===== config.mk =====
export PLATFORM = sky130hd
export DESIGN_NAME = fetch_unit
export DESIGN_NICKNAME = d
export VERILOG_FILES = /design/src/rtl/fetch_unit.sv
export SDC_FILE = /design/constraint.sdc
export NUM_CORES = 1
export LEC_CHECK = 0
export ABC_CLOCK_PERIOD_IN_PS = 2200
export CAP_MARGIN = 20
export CORE_UTILIZATION = 43
export DETAILED_ROUTE_END_ITERATION = 8
export PLACE_DENSITY = 0.77
export SYNTH_ARGS = -nofsm -noshare
export SYNTH_HDL_FRONTEND = slang
export SYNTH_SLANG_ARGS = --single-unit

===== constraint.sdc =====
create_clock -name clk -period 2.2 [get_ports clk]
set_input_delay 0.33 -clock clk [delete_from_list [all_inputs] [get_ports clk]]
set_output_delay 0.33 -clock clk [all_outputs]
set_load 0.01 [all_outputs]

===== src/rtl/fetch_unit.sv =====
// fetch_unit: instruction fetch stage driving ROM line number and holding IR for the decoder.
// FETCH_EARLY_JMP_EN: when defined, JMP opcodes (rom_data[7:6]==2'b11) redirect pc inside fetch.
module fetch_unit #(
    parameter int ADDR_W = 8,
    parameter int DATA_W = 8,
    parameter int unsigned LAST_ADDR = 255
) (
    input  logic              clk,
    input  logic              rst,
    input  logic              run,
    output logic [ADDR_W-1:0] pc,
    input  logic [DATA_W-1:0] rom_data,
    output logic [DATA_W-1:0] ir,
    output logic [ADDR_W-1:0] ir_pc,
    output logic              ir_valid,
    input  logic              ir_ready,
    output logic              ir_taken,
    input  logic              redir_valid,
    input  logic [ADDR_W-1:0] redir_target,
    output logic              halted
);
    localparam logic [ADDR_W-1:0] LAST = ADDR_W'(LAST_ADDR);

    typedef enum logic {HALT, FETCH} state_t;
    state_t state, state_nx;

    logic load, jmp;
    logic [ADDR_W-1:0] pc_seq, pc_nx;

`ifdef FETCH_EARLY_JMP_EN
    assign jmp = rom_data[7:6] == 2'b11;
`else
    assign jmp = 1'b0;
`endif

    always_ff @(posedge clk or negedge rst) begin
        if (!rst) state <= HALT;
        else      state <= state_nx;
    end

    // Load is gated by run, so dropping run halts without consuming another ROM line.
    always_comb begin
        load     = state == FETCH && run && (!ir_valid || ir_ready) && !redir_valid;
        state_nx = state;
        if (state == HALT && run)       state_nx = FETCH;
        else if (state == FETCH && !run) state_nx = HALT;
        pc_seq = (pc == LAST) ? '0 : pc + 1'b1;
        pc_nx  = jmp ? {{(ADDR_W-6){1'b0}}, rom_data[5:0]} : pc_seq;
    end

    assign halted = state == HALT;

    always_ff @(posedge clk or negedge rst) begin
        if (!rst) begin
            pc       <= '0;
            ir       <= '0;
            ir_pc    <= '0;
            ir_valid <= 1'b0;
            ir_taken <= 1'b0;
        end else if (redir_valid) begin
            pc       <= redir_target;
            ir_valid <= 1'b0;
            ir_taken <= 1'b0;
        end else if (load) begin
            ir       <= rom_data;
            ir_pc    <= pc;
            ir_valid <= 1'b1;
            ir_taken <= jmp;
            pc       <= pc_nx;
        end else if (ir_valid && ir_ready) begin
            ir_valid <= 1'b0;
        end
    end
endmodule


==> out/metrics.csv <==
stage;metric;value;unit
sta;fin_skew;0.0103;ns
drt;firstDrtPassIters;4;
pwr;ir_drop;0.000802;V
global_routing;antenna_found_initial;0;
floorplan;start_util;0.451;
logic_synthesis;syn_area_per_cell;12.2;µm²
global_routing;grt_start_max_net_pins;27;
logic_synthesis;yosys.area_share.simple;0.148;
logic_synthesis;ys_seq_area_frac;0.523;
sta;finalCritPeriodShare;0.793;
sta;slew_violations;0;
logic_synthesis;syn_nets;126;
floorplan;die_w;55.8;µm
cells_and_area;drive_above_1_share;0.187;
cells_and_area;fin_nets;175;
global_routing;first_global_vias;992;
pwr;p_leak;0.721;nW
floorplan;io_pins;48;
floorplan;die_h;55.8;µm
worst_setup_path;cp.buffers_inverters;1;
logic_synthesis;yosysWarnings;0;
logic_synthesis;synth_top_family_by_area;multiplexers;
cts;clock-sinks;26;
worst_setup_path;crit_required;2.43;ns
cts;htreeDepth;1;
worst_setup_path;reg2reg_from;state;
sta;hold_violations;0;
worst_setup_path;crit_family;simple AND/OR/NAND/NOR gates;
drt;drt_wl_total;2.60;mm
cts;clk_pin_slew;0.14;ns
worst_setup_path;cp-startpoint;run;
sta;period_needed;1.74;ns
cts;cts_buffers;3;
logic_synthesis;synth-main-ff-cell;dfrtp_1;
logic_synthesis;ys_seq_elements;26;
pwr;p_total;0.00182;W
sta;fmax;0.573;GHz
worst_setup_path;critPathMaxFanout;6;
placed_design;port_buffers;46;
cells_and_area;fillerInstances;224;
worst_setup_path;cp-end-kind;register;
worst_setup_path;crit_chain;clkdlybuf4s50_1, ha_1, nand2_1, nor4_1, xor2_1, mux2_2;
worst_setup_path;cp.arrival;1.97;ns
cells_and_area;num_antenna_cells;0;
sta;rsz0062_at_grt;no;
logic_synthesis;synthAdderAreaFrac;0.0302;
pwr;power_density;1030;nW/µm²
status;status;completed;
cells_and_area;area_growth;42.0;%
cts;cts_hold_buf;0;
global_routing;grt_overflow_total;0;
logic_synthesis;yosysTopAreaCellShare;0.523;
min_path;hold_class;in2async;
cts;cts.path.max_buffers;2;
logic_synthesis;synth_compound_area_frac;0.0443;
drt;vias;934;
global_routing;grt_pass1_wl;4.35;mm
logic_synthesis;syn_area;1240;µm²
drt;drc;0;
worst_setup_path;critPathSlowestCell;clkdlybuf4s50_1;
floorplan;dieArea;3110;µm²
placed_design;hpwl;1.95;mm
worst_setup_path;crit_type;in2reg;
drt;wl_per_cell;14.4;µm
sta;fin_tns_setup;0;ns
sta;setup_violations;0;
global_routing;grtUsageTotal;0.179;
cts;clkLatencyLatePin;0.32;ns
logic_synthesis;synth_cells;102;
cts;cts_tree;built;
run;drv_cap;0;
logic_synthesis;synth.distinct_cells;28;
worst_setup_path;start_kind;primary input;
logic_synthesis;synth_xor_area_frac;0.0352;
logic_synthesis;synthMuxAreaShare;0.171;
drt;viasPerCell;5.16;
placed_design;routabilityCongestion;0.789;
worst_setup_path;slowest_delay;0.50;ns
floorplan;core;2760;µm²
logic_synthesis;ys_async_sr_fraction;1.00;
logic_synthesis;yosysTopAreaCell;dfrtp_1;
logic_synthesis;yosys-top-cells-area;dfrtp_1, mux2_2, ha_1, nand2_1, xor2_1;
drt;drtAntennaViolNets;0;
cts;post_cts_buffers;0;
logic_synthesis;synth_edf_count;0;
cts;cts_resized;0;
cts;root_buffer;clkbuf_4;
floorplan;rows;19;
drt;drt-initial-drc-count;28;
logic make-up (layout without fill, tap and decap cells):
| family | after synthesis | count (layout) |
|---|---|---|
| other cells | 1 | 1 |
| mux | 19 | 19 |
| xor+xnor | 5 | 5 |
| compound gates | 9 | 9 |
| simple gates | 32 | 32 |
| buf+inv | 7 | 55 |
| flops | 26 | 26 |
| fa+ha+maj | 3 | 3 |
metal layers:
| metal | share of wire | wire [µm] | vias up | global-route usage |
|---|---|---|---|---|
| met2 | 0.52 | 1360 | 29 | 0.318 |
| met1 | 0.42 | 1090 | 448 | 0.212 |
| met3 | 0.042 | 110 | 5 | 0.0302 |
| met5 | 0 | 0 | - | 0 |
| met4 | 0.016 | 42 | 0 | 0.0786 |
| li1 | - | - | 452 | - |
power by group:
group	internal (W)	switching, W	leakage (nW)	total [W]
sequential	0.000654	0.000113	0.309	0.000767
clock	0.000101	0.000138	0.0210	0.000239
combinational	0.000517	0.000296	0.391	0.000813
final cells by class:
class                   count  area [µm²]  share of cell area
repair buffers             49         495               0.281
flip-flops and latches     26         651               0.369
multi-input cells          69         537               0.304
clock buffers               4        36.3              0.0206
inverters                   2        7.51             0.00425
well taps                  31        38.8              0.0220
placed cells by master (no fill, tap or decap), drive strengths merged, types with 3 or more instances in the layout:
| cell | Yosys | layout |
|---|---|---|
| a21oi | 4 | 4 |
| clkbuf | 1 | 4 |
| mux2 | 18 | 18 |
| nor2b | 3 | 3 |
| buf | 4 | 3 |
| nor3 | 6 | 6 |
| nor4 | 3 | 3 |
| o21ai | 3 | 3 |
| nand2 | 10 | 10 |
| xor2 | 4 | 4 |
| clkdlybuf4s50 | 0 | 46 |
| dfrtp | 26 | 26 |
| nand3 | 3 | 3 |
| ha | 3 | 3 |
worst paths after layout:
kind,slack (ns),to,depth (start not counted)
setup / recovery,0.46,pc[6],6
max in group asynchronous,1.58,ir[1],2
hold reg to reg,0.52,ir_pc[6],1
hold / removal,0.37,pc[7],2
min in group clk,0.52,ir_pc[6],1
setup reg to reg,0.58,pc[6],5
cells in the mapped netlist, types with 2 or more instances:
library cell	count
nand2_1	10
inv_1	2
xor2_1	4
nor4_1	3
nand3_1	3
a21oi_1	4
o21ai_0	3
nand2b_1	2
o211a_1	2
nor2b_1	2
ha_1	3
buf_6	2
mux2_2	18
nor3_1	5
dfrtp_1	26
sequential cells by signal (all words and copies together), names as in the netlist:
name      flops
ir            8
ir_pc         8
ir_valid      1
pc            8
state         1
stage by stage:
stage	worst slack [ns]	util	hold WS, ns	cell area, µm²	instances
3_3_place_gp	0.211	0.627	0.488	1730	177
5_1_grt	0.381	0.640	0.396	1770	181
6_report	0.455	0.640	0.369	1770	181
4_1_cts	0.470	0.640	0.366	1770	181
3_5_place_dp	0.114	0.627	0.496	1730	177
2_1_floorplan	0.634	-	0.0344	1240	102
Note: power is estimated with default switching activity, not from simulation.
==> edit 1, RTL diff (same flow settings) <==
Build with the macro `FETCH_EARLY_JMP_EN` defined.
--- a/src/rtl/fetch_unit.sv
+++ b/src/rtl/fetch_unit.sv
@@ -1,5 +1,7 @@
 // fetch_unit: instruction fetch stage driving ROM line number and holding IR for the decoder.
 // FETCH_EARLY_JMP_EN: when defined, JMP opcodes (rom_data[7:6]==2'b11) redirect pc inside fetch.
+`define FETCH_EARLY_JMP_EN
+
 module fetch_unit #(
     parameter int ADDR_W = 8,
     parameter int DATA_W = 8,
Formal check against the unedited RTL: not equivalent (a bounded check fails within 4 cycles, from zero or initial values and one cycle with rst low).
==> edit 1 against the unedited design <==
- the run now ends with design-rule violations left
- wire length rose by 21%
- sequential share of layout area fell by 0.49 points
- cell count rose by 12%
- clock power fell by 8.4%
- power rose by 2.6%
- cell area rose by 5.2%
- sequential cell count rose by 1
- count of clock-buffer cells in the layout did not move
- synthesized area rose by 4.2%
- setup slack got worse by 0.016 ns
- critical path type is now reg2reg
==> edit 1: results (changes against the unedited design) <==
sta:
  clock-skew-final_ns: 0.00307  # -0.00726 ns
  fmax_mhz: 568  # -0.90%
global_routing:
  grt_max_degree: 28  # +3.7%
  grt_pass1_wl_um: 5220  # +20%
  vias_in_the_first_global_route: 1162  # +17%
critical_path:
  cp_data_arrival_time_ns: 2.04  # +0.07 ns
  timing.critical_path.max_delay_family: "compound AO/OA/AOI/OAI gates"
  critPathSlowestCell: "dfrtp_1"
  cpPeakStageDelay_ns: 0.47  # -0.03 ns
  worst-r2r-setup-slack_ns: 0.44  # -0.14 ns
  r2r-start: "pc[0]"
outcome:
  outcome: "finished with violations"
  violations: "design-rule violations"
layout:
  layout-drive-gt1-share_pct: 15.7  # -3.0 points
  fin_nets: 197  # +13%
  fill_cells: 234  # +4.5%
drt:
  routed-wl-met2_um: 1560  # +15%
  detail_route.drc_violations: 6  # +6
  met3_length_um: 219  # +99%
  dr_total_vias: 1149  # +23%
  drt-wirelength-per-cell_um: 15.6  # +8.2%
synthesis:
  synth_top_cells_by_area: "dfrtp_1 (52%), mux2_2 (13%), nand2_1 (3.2%), o21ai_0 (3.1%), ha_1 (2.9%)"
  syn-num-nets: 143  # +13%
  synth_fa_ha_area_share_pct: 2.90  # -0.12 points
  synth-xor-area-share_pct: 0.676  # -2.8 points
  yosysUniqueCellTypes: 35  # +25%
  ys_seq_area_share_pct: 52.1  # -0.19 points
  synth-compound-area-share_pct: 13.6  # +9.2 points
place:
  io_buffers: 47  # +2.2%
  preCtsSetupSlack_ns: 0.200  # +0.0865 ns
  detailed_place_hpwl_um: 2360  # +21%
  gp_routability_congestion: 0.856  # +8.4%
pwr:
  ir_drop_uv: 504  # -37%
  static-leakage-power_nw: 0.782  # +8.3%
## edit 1: cell families after synthesis
family / Yosys count
muxes: 16
DFF: 27
adders and majority gates: 3
buffers and inverters: 10
AOI/OAI and AO/OA: 27
and+or+nand+nor: 35
xor gates and xnor gates: 1
## edit 1: metrics by stage
| stage | utilization, % | hold WS, ns | cells |
|---|---|---|---|
| global placement | 65.3 | 0.467 | 199 |
| CTS | 66.2 | 0.351 | 203 |
| finish | 66.2 | 0.351 | 203 |
| detailed placement | 65.3 | 0.474 | 199 |
| global route | 66.2 | 0.381 | 203 |
| floorplan | - | 0.0344 | 119 |
## edit 1: cell type report
cell class / count / area share [%]
Timing Repair Buffer: 53 / 27.7
Multi-Input combinational cell: 82 / 31.2
Sequential cell: 27 / 36.4
Tap cell: 31 / 2.09
Inverter: 6 / 1.21
Clock buffer: 4 / 1.41
## edit 1: how the worst max path moves through the flow
| stage | start | end | cells after the start |
|---|---|---|---|
| after floorplan | pc[1] | pc[6] | 5 |
| after global placement | run | pc[6] | 5 |
| after detailed placement | run | pc[6] | 5 |
| after CTS | pc[0] | pc[3] | 5 |
| after global routing | pc[0] | pc[3] | 5 |
| final | pc[0] | pc[3] | 5 |
## edit 1: report_power, final
| group | switching [mW] | leakage [nW] | internal [mW] | total (mW) |
|---|---|---|---|---|
| Clock | 0.147 | 0.0150 | 0.0713 | 0.219 |
| Sequential | 0.119 | 0.324 | 0.676 | 0.795 |
| Combinational | 0.330 | 0.442 | 0.524 | 0.853 |
## edit 1: routing by layer
layer  GRT usage [%]  up-vias
li1                -      537
met1            27.6      548
met2            33.6       59
met3            3.23        5
met4            7.67        0
met5               0        -
==> edit 2, RTL diff (config.mk and constraints unchanged) <==
Made on the original files. Make the reset (`rst`) synchronous in 2 clocked blocks.
--- a/src/rtl/fetch_unit.sv
+++ b/src/rtl/fetch_unit.sv
@@ -33,7 +33,7 @@
     assign jmp = 1'b0;
 `endif
 
-    always_ff @(posedge clk or negedge rst) begin
+    always_ff @(posedge clk) begin
         if (!rst) state <= HALT;
         else      state <= state_nx;
     end
@@ -50,7 +50,7 @@
 
     assign halted = state == HALT;
 
-    always_ff @(posedge clk or negedge rst) begin
+    always_ff @(posedge clk) begin
         if (!rst) begin
             pc       <= '0;
             ir       <= '0;
Check against the original RTL: differs if rst is asserted again (counterexample within 4 cycles, from zero or initial values and one cycle with rst low); with rst held inactive, the same outputs for 10 cycles.
==> edit 2 against the unedited design <==
- cell area rose by 0.35%
- setup slack lost 0.051 ns
- wire length rose by 14%
- sequential cell count unchanged
- sequential share of layout area is 7.5 points lower
- count of clock-buffer cells in the layout fell by 1
- maximum frequency fell by 2.9%
- synthesized area fell by 0.70%
- critical path type is now reg2out
Power is not compared: it rests on default switching activity, and its combinational part moved more than twofold at a synthesized area within 25%.
==> edit 2: results (changes against the unedited design) <==
layout:
  layoutNonFillerInstCount: 219  # +21%
  layout.area.seq_sq_um: 520  # -20%
  fill_cells: 246  # +9.8%
  multi_input_area_sq_um: 658  # +23%
  multi_input_area_share_pct: 37.1  # +6.7 points
  num-multi-input-gates: 105  # +52%
  final-clk-cell-share_pct: 2.97  # +0.91 points
  fin_nets: 213  # +22%
  layout.nonclk_buf_share_pct: 27.7  # -0.38 points
sta:
  fin_worst_hold_slack_ns: 0.462  # +0.0929 ns
  clock-skew-final_ns: 0.0136  # +0.00326 ns
outcome:
  outcome: "complete, no violations"
synthesis:
  synth_top_cells_by_count: "nand2_1 (36), dfxtp_1 (26), a21boi_1 (10)"
  synth_fa_ha_area_share_pct: 3.04  # +0.021 points
  yosysUniqueCellTypes: 33  # +18%
  syn-num-nets: 165  # +31%
  ys_seq_area_share_pct: 42.1  # -10 points
  synth-xor-area-share_pct: 3.55  # +0.025 points
  post_synth_mux_area_share_pct: 0.811  # -16 points
  ys_async_sr_fraction_pct: 0  # -100 points
critical_path:
  cpPeakStageDelay_ns: 0.61  # +0.11 ns
  reg2reg_depth: 6  # +1
  worst-r2r-setup-slack_ns: 0.67  # +0.09 ns
  critical_path.startpoint: "pc[0]"
  path_max_fanout: 8  # +2
global_routing:
  grt_pass1_wl_um: 4910  # +13%
  grt_use_total_pct: 20.1  # +2.2 points
  vias_in_the_first_global_route: 1054  # +6.3%
place:
  detailed_place_hpwl_um: 2120  # +8.7%
  gp_routability_congestion: 0.916  # +16%
  preCtsSetupSlack_ns: 0.190  # +0.0758 ns
drt:
  route.detailed.vias_per_inst: 5.28  # +2.3%
  wirelength_met1_um: 1350  # +23%
  met3_length_um: 160  # +45%
  drt-initial-drc-count: 16  # -43%
  drt-wirelength-per-cell_um: 13.5  # -6.0%
floorplanning:
  initial_core_util_pct: 45.2  # +0.072 points
  design.die.area_sq_um: 3090  # -0.68%
edit 2: cell types whose count changed in the layout (fill, tap and decap cells not counted), moves of 7 or more:
cell | before | now
dfrtp_1 | 26 | 0
dfxtp_1 | 0 | 26
a21boi_0 | 0 | 7
a21boi_1 | 0 | 10
mux2_2 | 18 | 0
nand2_1 | 10 | 36
edit 2: worst max path at each step:
stage | slack [ns] | endpoint | depth (start not counted)
final | 0.40 | pc[0] | 1
after detailed placement | 0.19 | ir_pc[1] | 7
after CTS | 0.40 | pc[2] | 1
after global placement | 0.28 | ir_pc[2] | 7
after global routing | 0.35 | pc[2] | 1
after floorplan | 0.84 | pc[4] | 5
edit 2: metal layers:
layer  vias up  track usage, %
li1        580               -
met1       523            26.1
met2        46            33.0
met3         7            3.95
met4         0            7.50
met5         -               0
edit 2: where the power goes:
part | internal, mW | total, mW | leakage, nW | switching [mW]
registers | 0.487 | 0.510 | 0.212 | 0.0226
clock network | 0.184 | 0.333 | 0.0279 | 0.149
logic | 0.0899 | 0.151 | 0.414 | 0.0609
